==> config.mk <==
export PLATFORM = sky130hd
export DESIGN_NAME = ps2_command_tx
export DESIGN_NICKNAME = d
export VERILOG_FILES = /design/src/rtl/ps2_command_tx.sv
export SDC_FILE = /design/constraint.sdc
export NUM_CORES = 1
export LEC_CHECK = 0
export CORE_MARGIN = 4
export CORE_UTILIZATION = 55
export CTS_BUF_LIST = sky130_fd_sc_hd__clkbuf_4
export CTS_CLUSTER_DIAMETER = 80
export DETAILED_ROUTE_END_ITERATION = 10
export MAX_ROUTING_LAYER = met4
export PLACE_DENSITY = 0.74
export SLEW_MARGIN = 20
export SYNTH_ARGS = -nofsm -noshare
export SYNTH_HDL_FRONTEND = slang
export SYNTH_SLANG_ARGS = --single-unit
==> constraint.sdc <==
create_clock -name CLOCK_50 -period 2.75 [get_ports CLOCK_50]
set_input_delay 0.55 -clock CLOCK_50 [delete_from_list [all_inputs] [get_ports CLOCK_50]]
set_output_delay 0.55 -clock CLOCK_50 [all_outputs]
set_load 0.005 [all_outputs]
==> src/rtl/ps2_command_tx.sv <==
// Host-to-device PS/2 command transmitter: inhibit, request-to-send, bit shifting and ACK check.
// Optional second attempt on failure when PS2_TX_RETRY_EN is defined.
module ps2_command_tx #(
  parameter int INHIBIT_CYCLES = 5000,
  parameter int START_TIMEOUT  = 750000,
  parameter int XFER_TIMEOUT   = 100000
) (
  input  logic       CLOCK_50,
  input  logic       reset,
  input  logic       send_command,
  input  logic [7:0] command_to_send,
  input  logic       ps2_clk_i,
  input  logic       ps2_dat_i,
  output logic       ps2_clk_oe,
  output logic       ps2_dat_oe,
  output logic       busy,
  output logic       command_was_sent,
  output logic       error_nack,
  output logic       error_timeout
);

  localparam int INH_W = $clog2(INHIBIT_CYCLES + 1);
  localparam int STA_W = $clog2(START_TIMEOUT + 1);
  localparam int XFR_W = $clog2(XFER_TIMEOUT + 1);

  // The REQ cycle is the last of the INHIBIT_CYCLES cycles with the clock held low.
  localparam logic [INH_W-1:0] INH_LAST = INH_W'(INHIBIT_CYCLES - 2);
  localparam logic [INH_W-1:0] INH_MAX  = INH_W'(INHIBIT_CYCLES);
  localparam logic [STA_W-1:0] STA_LAST = STA_W'(START_TIMEOUT - 1);
  localparam logic [STA_W-1:0] STA_MAX  = STA_W'(START_TIMEOUT);
  localparam logic [XFR_W-1:0] XFR_LAST = XFR_W'(XFER_TIMEOUT - 1);
  localparam logic [XFR_W-1:0] XFR_MAX  = XFR_W'(XFER_TIMEOUT);

  typedef enum logic [2:0] {
    IDLE, INHIBIT, REQ, WAIT_FIRST, SHIFT, WAIT_ACK, WAIT_IDLE
  } state_t;

  state_t           state_q, state_d;
  logic [INH_W-1:0] inh_cnt_q, inh_cnt_d;
  logic [STA_W-1:0] sta_cnt_q, sta_cnt_d;
  logic [XFR_W-1:0] xfr_cnt_q, xfr_cnt_d;
  logic [3:0]       bit_cnt_q, bit_cnt_d;
  logic [9:0]       shift_q, shift_d;
  logic             dat_drv_q, dat_drv_d;
  logic             ack_q, ack_d;
  logic             done_q, done_d;
  logic             nack_q, nack_d;
  logic             tmo_q, tmo_d;
  logic             clk_meta_q, clk_sync_q, clk_prev_q;
  logic             dat_meta_q, dat_sync_q;
  logic             fall;
  logic             fail_tmo, fail_nack;
`ifdef PS2_TX_RETRY_EN
  logic             attempt_q, attempt_d;
  logic [7:0]       cmd_q, cmd_d;
`endif

  function automatic logic [9:0] frame(input logic [7:0] b);
    return {1'b1, ~^b, b};
  endfunction

  assign fall = clk_prev_q & ~clk_sync_q;

  assign command_was_sent = done_q;
  assign error_nack       = nack_q;
  assign error_timeout    = tmo_q;

  always_ff @(posedge CLOCK_50 or posedge reset) begin
    if (reset) begin
      state_q    <= IDLE;
      inh_cnt_q  <= '0;
      sta_cnt_q  <= '0;
      xfr_cnt_q  <= '0;
      bit_cnt_q  <= '0;
      shift_q    <= '0;
      dat_drv_q  <= 1'b0;
      ack_q      <= 1'b0;
      done_q     <= 1'b0;
      nack_q     <= 1'b0;
      tmo_q      <= 1'b0;
      // Synchronizers start at the released (high) level so reset never fakes a falling edge.
      clk_meta_q <= 1'b1;
      clk_sync_q <= 1'b1;
      clk_prev_q <= 1'b1;
      dat_meta_q <= 1'b1;
      dat_sync_q <= 1'b1;
`ifdef PS2_TX_RETRY_EN
      attempt_q  <= 1'b0;
      cmd_q      <= '0;
`endif
    end else begin
      state_q    <= state_d;
      inh_cnt_q  <= inh_cnt_d;
      sta_cnt_q  <= sta_cnt_d;
      xfr_cnt_q  <= xfr_cnt_d;
      bit_cnt_q  <= bit_cnt_d;
      shift_q    <= shift_d;
      dat_drv_q  <= dat_drv_d;
      ack_q      <= ack_d;
      done_q     <= done_d;
      nack_q     <= nack_d;
      tmo_q      <= tmo_d;
      clk_meta_q <= ps2_clk_i;
      clk_sync_q <= clk_meta_q;
      clk_prev_q <= clk_sync_q;
      dat_meta_q <= ps2_dat_i;
      dat_sync_q <= dat_meta_q;
`ifdef PS2_TX_RETRY_EN
      attempt_q  <= attempt_d;
      cmd_q      <= cmd_d;
`endif
    end
  end

  always_comb begin
    state_d    = state_q;
    inh_cnt_d  = inh_cnt_q;
    sta_cnt_d  = sta_cnt_q;
    xfr_cnt_d  = xfr_cnt_q;
    bit_cnt_d  = bit_cnt_q;
    shift_d    = shift_q;
    dat_drv_d  = dat_drv_q;
    ack_d      = ack_q;
    done_d     = 1'b0;
    nack_d     = 1'b0;
    tmo_d      = 1'b0;
    fail_tmo   = 1'b0;
    fail_nack  = 1'b0;
    ps2_clk_oe = 1'b0;
    ps2_dat_oe = 1'b0;
    busy       = 1'b1;
`ifdef PS2_TX_RETRY_EN
    attempt_d  = attempt_q;
    cmd_d      = cmd_q;
`endif
    // Transfer timer keeps running from the first fall until the line-idle check resolves.
    if ((state_q == SHIFT || state_q == WAIT_ACK || state_q == WAIT_IDLE) && xfr_cnt_q != XFR_MAX)
      xfr_cnt_d = xfr_cnt_q + XFR_W'(1);

    unique case (state_q)
      IDLE: begin
        busy = 1'b0;
        if (send_command) begin
          state_d   = INHIBIT;
          inh_cnt_d = '0;
          shift_d   = frame(command_to_send);
          ack_d     = 1'b0;
`ifdef PS2_TX_RETRY_EN
          attempt_d = 1'b0;
          cmd_d     = command_to_send;
`endif
        end
      end
      INHIBIT: begin
        ps2_clk_oe = 1'b1;
        sta_cnt_d  = '0;
        xfr_cnt_d  = '0;
        bit_cnt_d  = '0;
        dat_drv_d  = 1'b0;
        if (inh_cnt_q >= INH_LAST) state_d = REQ;
        else if (inh_cnt_q != INH_MAX) inh_cnt_d = inh_cnt_q + INH_W'(1);
      end
      REQ: begin
        ps2_clk_oe = 1'b1;
        ps2_dat_oe = 1'b1;
        state_d    = WAIT_FIRST;
      end
      WAIT_FIRST: begin
        ps2_dat_oe = 1'b1;
        if (fall) begin
          state_d   = SHIFT;
          dat_drv_d = ~shift_q[0];
          shift_d   = {1'b0, shift_q[9:1]};
          bit_cnt_d = 4'd1;
          xfr_cnt_d = '0;
        end else if (sta_cnt_q == STA_LAST) begin
          fail_tmo = 1'b1;
        end else if (sta_cnt_q != STA_MAX) begin
          sta_cnt_d = sta_cnt_q + STA_W'(1);
        end
      end
      SHIFT: begin
        ps2_dat_oe = dat_drv_q;
        if (fall) begin
          dat_drv_d = ~shift_q[0];
          shift_d   = {1'b0, shift_q[9:1]};
          if (bit_cnt_q != 4'd15) bit_cnt_d = bit_cnt_q + 4'd1;
          if (bit_cnt_q == 4'd9) state_d = WAIT_ACK;
        end else if (xfr_cnt_q == XFR_LAST) begin
          fail_tmo = 1'b1;
        end
      end
      WAIT_ACK: begin
        if (fall) begin
          ack_d   = ~dat_sync_q;
          state_d = WAIT_IDLE;
        end else if (xfr_cnt_q == XFR_LAST) begin
          fail_tmo = 1'b1;
        end
      end
      WAIT_IDLE: begin
        if (clk_sync_q && dat_sync_q) begin
          if (ack_q) begin
            done_d  = 1'b1;
            state_d = IDLE;
          end else begin
            fail_nack = 1'b1;
          end
        end else if (xfr_cnt_q == XFR_LAST) begin
          fail_tmo = 1'b1;
        end
      end
      default: state_d = IDLE;
    endcase

    if (fail_tmo || fail_nack) begin
`ifdef PS2_TX_RETRY_EN
      if (!attempt_q) begin
        attempt_d = 1'b1;
        state_d   = INHIBIT;
        inh_cnt_d = '0;
        shift_d   = frame(cmd_q);
        ack_d     = 1'b0;
      end else begin
        state_d = IDLE;
        tmo_d   = fail_tmo;
        nack_d  = fail_nack;
      end
`else
      state_d = IDLE;
      tmo_d   = fail_tmo;
      nack_d  = fail_nack;
`endif
    end
  end

endmodule

==> summary.txt <==
Outcome
  • Run status: complete, no violations

Synthesis
  • Synth Instances: roughly 450
  • Synthesized area per cell: around 9.4 um2
  • #FFs+latches synth: between 70 and 80
  • Synth top area cells: dfrtp_1 (43%), xnor2_1 (4.4%), mux2i_1 (3.6%)
  • Syn_nets: roughly 470
  • Post-synth top area share: 0.426
  • Synthesized cell area: around 0.0042 mm2
  • Most frequent cell after synthesis: dfrtp_1
  • Synth area leader: dfrtp_1
  • Register area share after synthesis: 0.457
  • Synth unique cells: 54
  • Most used DFF post-synth: dfrtp_1
  • Fraction of registers with async set or reset after synthesis: 1.00
  • Most frequent cells after synthesis: dfrtp_1 (72), nand2_1 (39), nor2_1 (37)
  • Number of flops mapped to enable cells by yosys: 0
  • Warnings, synthesis: 0

STA
  • Final setup fails: 0
  • Worst slew pin tran: between 0.6 and 0.7 ns
  • Minimum hold slack: 0.349 ns
  • Part of the cycle the worst path needs: 0.945
  • Final hold violation count: 0
  • Max Slew Vio Count: 0
  • Final Worst Setup Slack: approximately 0.15 ns
  • RSZ-0062 raised after global routing: no
  • Tmin final: ~2.6 ns
  • FMAX: just under 0.4 GHz
  • Setup tns final: 0 ns
  • Worst Skew: roughly 0.02 ns
  • Relative slew slack: 0.588

CTS
  • Clock buffer count from CTS: 9
  • Clk pin slew, worst setup/hold paths: around 0.14 ns
  • Root Driver: clkbuf_4
  • Clk Latency, worst-skew pair: between 0.4 and 0.5 ns
  • # H-tree levels: 3
  • CTS tree: built
  • # hold bufs at CTS: 0
  • Sink Count: 77
  • Clock Path Buffers: 2

Critical path
  • Slowest Stage Delay on Critical Path: around 0.5 ns
  • Critical path class: flop to output pin
  • Critical Path RT: roughly 2.2 ns
  • CP max-delay cell: clkdlybuf4s50_1
  • Crit. End Element: output pin
  • Critical path arrival: about 2.1 ns
  • Max FO, Critical Path: 23
  • Worst R2R Setup Slack: roughly 0.33 ns
  • CP Cell Sequence: buf_4 > inv_1 > nor2_1 > o21ba_2 > clkdlybuf4s50_1
  • CP Launch Type: flop

GRT
  • Congestion Overflow GR: 0
  • Largest net degree at the start of global routing: a little over 50
  • Vias in the first global route: around 3300
  • First-pass GRT wire length: 14800 um
  • Tot GR Track Use: 0.211
  • Initial antenna violation count: 0

Floorplanning
  • Core box area: ~0.0074 mm2
  • Initial Util: 0.574
  • Die ar.: ~0.009 mm2
  • Die Width: about 96 um
  • FP Rows: 31
  • IO Count: 19
  • Die H: roughly 96 um

Layout
  • Diode count: 0
  • Area growth syn-to-layout: 11.0%
  • Layout cell share with drive strength beyond 1: 0.0907
  • Final Util: 0.637
  • Fin nets: between 500 and 600

Power and ir drop
  • Pwr Density: 749 mW/mm2
  • Worst VDD drop: between 0.4 and 0.5 mV
  • Sw power: between 1 and 1.5 mW
  • Seq pwr share: 0.423
  • Switching part of the total: 0.411
  • Internal power: between 2 and 2.5 mW
  • Logic pwr share: 0.403
  • Static Leak: ~2 nW
  • Total Power: between 3 and 4 mW
  • Clock power frac: 0.174

Min path
  • Hold Path Class: flop to flop

Route
  • Routed via count: ~3400
  • Post-Route WL: ~8500 um
  • Via-to-Cell Ratio: around 5.8
  • DRC: 0
  • 1st-iter DRT viols: 172
  • WL/cell: around 15 um
  • Post-DRT Antenna Nets: 0
  • TritonRoute pass-1 iters: 4

Placed design
  • Pre-CTS WS: between 0.1 and 0.15 ns
  • Buffers on Ports: 18
  • RePlAce Congestion: ~0.86
  • Post-DP HPWL: 5900 um

Flow run
  • Max Cap Viol: 0
routing by layer:
metal  up-vias  global-route usage  wire length, um
met1      1635               0.279             4080
met4         0              0.0604               89
met2        40               0.334             4130
met3         7              0.0387              223
met5         -                   -                0
li1       1682                   -                -
stage by stage:
stage               instances  cell area, um2
detailed placement        567            4560
CTS                       583            4680
global placement          567            4560
floorplan                 452            4230
global route              584            4690
finish                    584            4690
flip-flops by register name (all words and copies together), names as in the netlist, 3 cells and up:
name,count
state_q,3
inh_cnt_q,13
shift_q,10
bit_cnt_q,4
xfr_cnt_q,17
sta_cnt_q,20
critical path: cells and delay by family, from the launching register on:
| kind | cells | cell delay, ns |
|---|---|---|
| DFF | 1 | 0.36 |
| and+or+nand+nor | 1 | 0.19 |
| AOI/OAI and AO/OA | 1 | 0.17 |
| buffers and inverters | 3 | 0.91 |
logic make-up after synthesis:
| family | count (synthesis) | share of synthesized area |
|---|---|---|
| muxes | 15 | 0.0355 |
| DFF | 77 | 0.457 |
| xor gates and xnor gates | 35 | 0.0725 |
| adders and majority gates | 9 | 0.0266 |
| AOI/OAI and AO/OA | 80 | 0.114 |
| and+or+nand+nor | 201 | 0.261 |
| buffers and inverters | 35 | 0.0329 |
final timing paths:
check / cells past startpoint / from / end
min in group asynchronous: 3 / reset / dat_drv_q$_DFFE_PP0P_
worst max-delay path: 5 / state_q[0]$_DFFE_PP0P_ / ps2_clk_oe
worst min register to register: 0 / clk_meta_q$_DFF_PP1_ / clk_sync_q$_DFF_PP1_
worst min-delay path: 0 / clk_meta_q$_DFF_PP1_ / clk_sync_q$_DFF_PP1_
max in group asynchronous: 3 / reset / state_q[1]$_DFFE_PP0P_
worst max register to register: 6 / state_q[2]$_DFFE_PP0P_ / inh_cnt_q[11]$_DFFE_PP0P_
cells in the final DEF (no fill, tap or decap), types with 3 or more instances in the layout:
| cell | netlist | layout |
|---|---|---|
| nand3b_1 | 3 | 3 |
| nand4b_1 | 4 | 4 |
| xnor2_1 | 21 | 21 |
| mux2i_1 | 15 | 15 |
| nand2b_1 | 5 | 5 |
| o31ai_1 | 5 | 5 |
| and3_1 | 10 | 10 |
| dfrtp_1 | 72 | 70 |
| or4_1 | 10 | 10 |
| and2_1 | 3 | 3 |
| nor2_1 | 37 | 37 |
| a21oi_1 | 24 | 24 |
| nor3_1 | 7 | 7 |
| xor2_1 | 14 | 14 |
| clkbuf_4 | 0 | 9 |
| o211ai_1 | 3 | 3 |
| clkdlybuf4s50_1 | 0 | 18 |
| or3_1 | 9 | 9 |
| nor4_1 | 7 | 7 |
| inv_1 | 20 | 19 |
| o21a_1 | 3 | 3 |
| nand4_1 | 22 | 22 |
| nand2_1 | 39 | 39 |
| o21ai_0 | 27 | 27 |
| nor2b_1 | 6 | 6 |
| nand3_1 | 24 | 24 |
| ha_1 | 9 | 9 |
| buf_4 | 0 | 14 |
| dfstp_2 | 5 | 5 |
repair_timing:
action | in CTS | in global routing
buffers inserted | 0 | 1
resized for setup | 1 | 1
endpoints found under the setup margin | 1 | 2
hold endpoints to repair | 0 | 0
power groups by stage:
stage	combinational, mW	clock [mW]	sequential [mW]
final	1.42	0.611	1.49
after global routing	1.59	0.690	1.51
after CTS	1.39	0.645	1.50
after detailed placement	1.38	0	1.52
after global placement	1.33	0	1.51
after floorplan	1.02	0	1.46
layout make-up:
| class | count | area (um2) |
|---|---|---|
| Clock inverter | 7 | 50.0 |
| Timing Repair Buffer | 32 | 285 |
| Sequential cell | 77 | 1940 |
| Inverter | 20 | 75.1 |
| Clock buffer | 9 | 67.6 |
| Multi-Input combinational cell | 340 | 2150 |
| Fill cell | 646 | 2680 |
| Tap cell | 99 | 124 |
No activity file was read; power rests on OpenSTA's default activity.
==> RTL edit (same flow settings) <==
`INHIBIT_CYCLES`: 5000 -> 2500.
--- a/src/rtl/ps2_command_tx.sv
+++ b/src/rtl/ps2_command_tx.sv
@@ -1,7 +1,7 @@
 // Host-to-device PS/2 command transmitter: inhibit, request-to-send, bit shifting and ACK check.
 // Optional second attempt on failure when PS2_TX_RETRY_EN is defined.
 module ps2_command_tx #(
-  parameter int INHIBIT_CYCLES = 5000,
+  parameter int INHIBIT_CYCLES = 2500,
   parameter int START_TIMEOUT  = 750000,
   parameter int XFER_TIMEOUT   = 100000
 ) (
Behaviour: no difference found for any inputs over 10 cycles, from zero or initial values and one cycle with reset high; that may be too few to reach the edited logic, so the function may still have changed.
==> RTL edit against the unedited design <==
Area after synthesis is 0.92% higher; setup slack better by 0.016 ns; clock power is 12% higher; register-to-register slack better by 0.09 ns; final area is 0.48% higher; power is 0.68% higher; non-clock buffer count is 5 lower; routed wire length is 1.4% higher; sequential cell count is 1 lower; critical endpoint unchanged.
==> RTL edit: results (changes against the unedited design) <==
stage	metric	value	unit	change
global_route	pin count of the biggest net entering global routing	50		-2.0%
final_layout	design area	0.00471	mm²	+0.48%
critical_path	Worst path top cell family by delay	buffers and inverters		
pwr	Combinational Power Share	0.393		-0.010
global_route	met2 Use GR	0.336		+0.00230
pwr	NetSw	0.00142	W	-1.6%
critical_path	critical path's slowest cell	dfrtp_1		
drt	met1 WL	3.93	mm	-3.5%
final_layout	fin cells	581		-0.51%
global_route	Total GRT Usage	0.212		+0.00127
clock_tree	CTS Buf Count	9		unchanged
final_layout	inverters	18		-10%
pwr	sequential power share	0.413		-0.010
drt	Routed WL per cell	14.9	µm	+1.9%
placed_design	RePlAce Congestion	0.864		+0.98%
synthesis	post-synthesis xor/xnor area fraction	0.0637		-0.00887
pwr	P_leak	1.99	nW	-2.7%
global_route	first-pass GRT wire length	14.9	mm	+1.0%
drt	vias per cell	5.90		+2.4%
final_layout	NonClk Buf Share	0.0525		-0.00825
clock_tree	Reg clk slew, reported paths	0.13	ns	
pwr	Worst IR Drop VDD	0.000482	V	+6.2%
critical_path	crit path max fanout	14		-39%
status	status	complete, no violations		
final_layout	bufs w/o clock	27		-16%
critical_path	biggest cell delay along the critical path	0.66	ns	+0.16 ns
timing	clock skew	0.0127	ns	-0.00687 ns
final_layout	layout cells sized above 1	0.0913		+0.000565
critical_path	Critical Path AT	2.03	ns	-0.02 ns
final_layout	Top Registers	sta_cnt_q: 20 flops, xfr_cnt_q: 17 flops, inh_cnt_q: 12 flops		
drt	Iter 0 DRT Violations	152		-12%
drt	wire length on met2	4.30	mm	+4.3%
placed_design	Setup WS pre-CTS	0.234	ns	+0.117 ns
final_layout	multi-input combinational area share	0.472		+0.0132
synthesis	Synth top cells by count	dfrtp_1 (71), nor2_1 (46), a21oi_1 (36), nand2_1 (35), nand3_1 (25)		
global_route	number of global-route vias before repair	3235		-0.83%
synthesis	Area contributors post-synth	dfrtp_1 (42%), xnor2_1 (4.3%), a21oi_1 (4.2%), nor2_1 (4.0%), dfstp_2 (3.1%)		
synthesis	Mapped Nets	477		+0.63%
final_layout	# clk buffers	10		+1
drt	Highest Signal Layer	met4		
synthesis	Mapped Cells	455		+0.66%
final_layout	nets	499		-0.60%
synthesis	FF+latch count, synth	76		-1.3%
final_layout	# fillers	633		-2.0%
timing	slew of the pin with the lowest slew margin	0.701	ns	+0.0827 ns
synthesis	Netlist cell types	59		+9.3%
placed_design	dpl hpwl	6.14	mm	+4.0%
global_route	GRT met3 Usage	0.0516		+0.0129
final_layout	FF+latch area	0.00191	mm²	-1.4%
final_layout	final design utilization	0.636		about the same
drt	WL met3	342	µm	+53%
synthesis	Synth Area in Adders	0.0264		-0.000242
global_route	met1 usage	0.278		-0.00114
synthesis	mux cell area share after synthesis	0.0305		-0.00502
[RTL edit: timing repair]
item	4_1_cts	5_1_grt
setup endpoints to repair	0	1
setup buffers	0	0
gates resized for setup	0	1
[RTL edit: path summary, 6_finish.rpt]
| path | slack (ns) | to | startpoint | cells past startpoint |
|---|---|---|---|---|
| setup / recovery | 0.17 | ps2_clk_oe | state_q[1] | 4 |
| hold / removal | 0.37 | clk_sync_q | clk_meta_q | 0 |
| setup reg to reg | 0.42 | inh_cnt_q[4] | state_q[0] | 6 |
| hold reg to reg | 0.37 | clk_sync_q | clk_meta_q | 0 |
| max in group asynchronous | 1.71 | sta_cnt_q[11] | reset | 3 |
| min in group asynchronous | 0.50 | xfr_cnt_q[4] | reset | 3 |
[RTL edit: kinds of logic (layout without fill, tap and decap cells)]
family,count (synthesis),in the layout
flops,76,76
simple gates,206,206
mux,13,13
xor+xnor,31,31
compound gates,86,86
fa+ha+maj,9,9
buf+inv,34,61
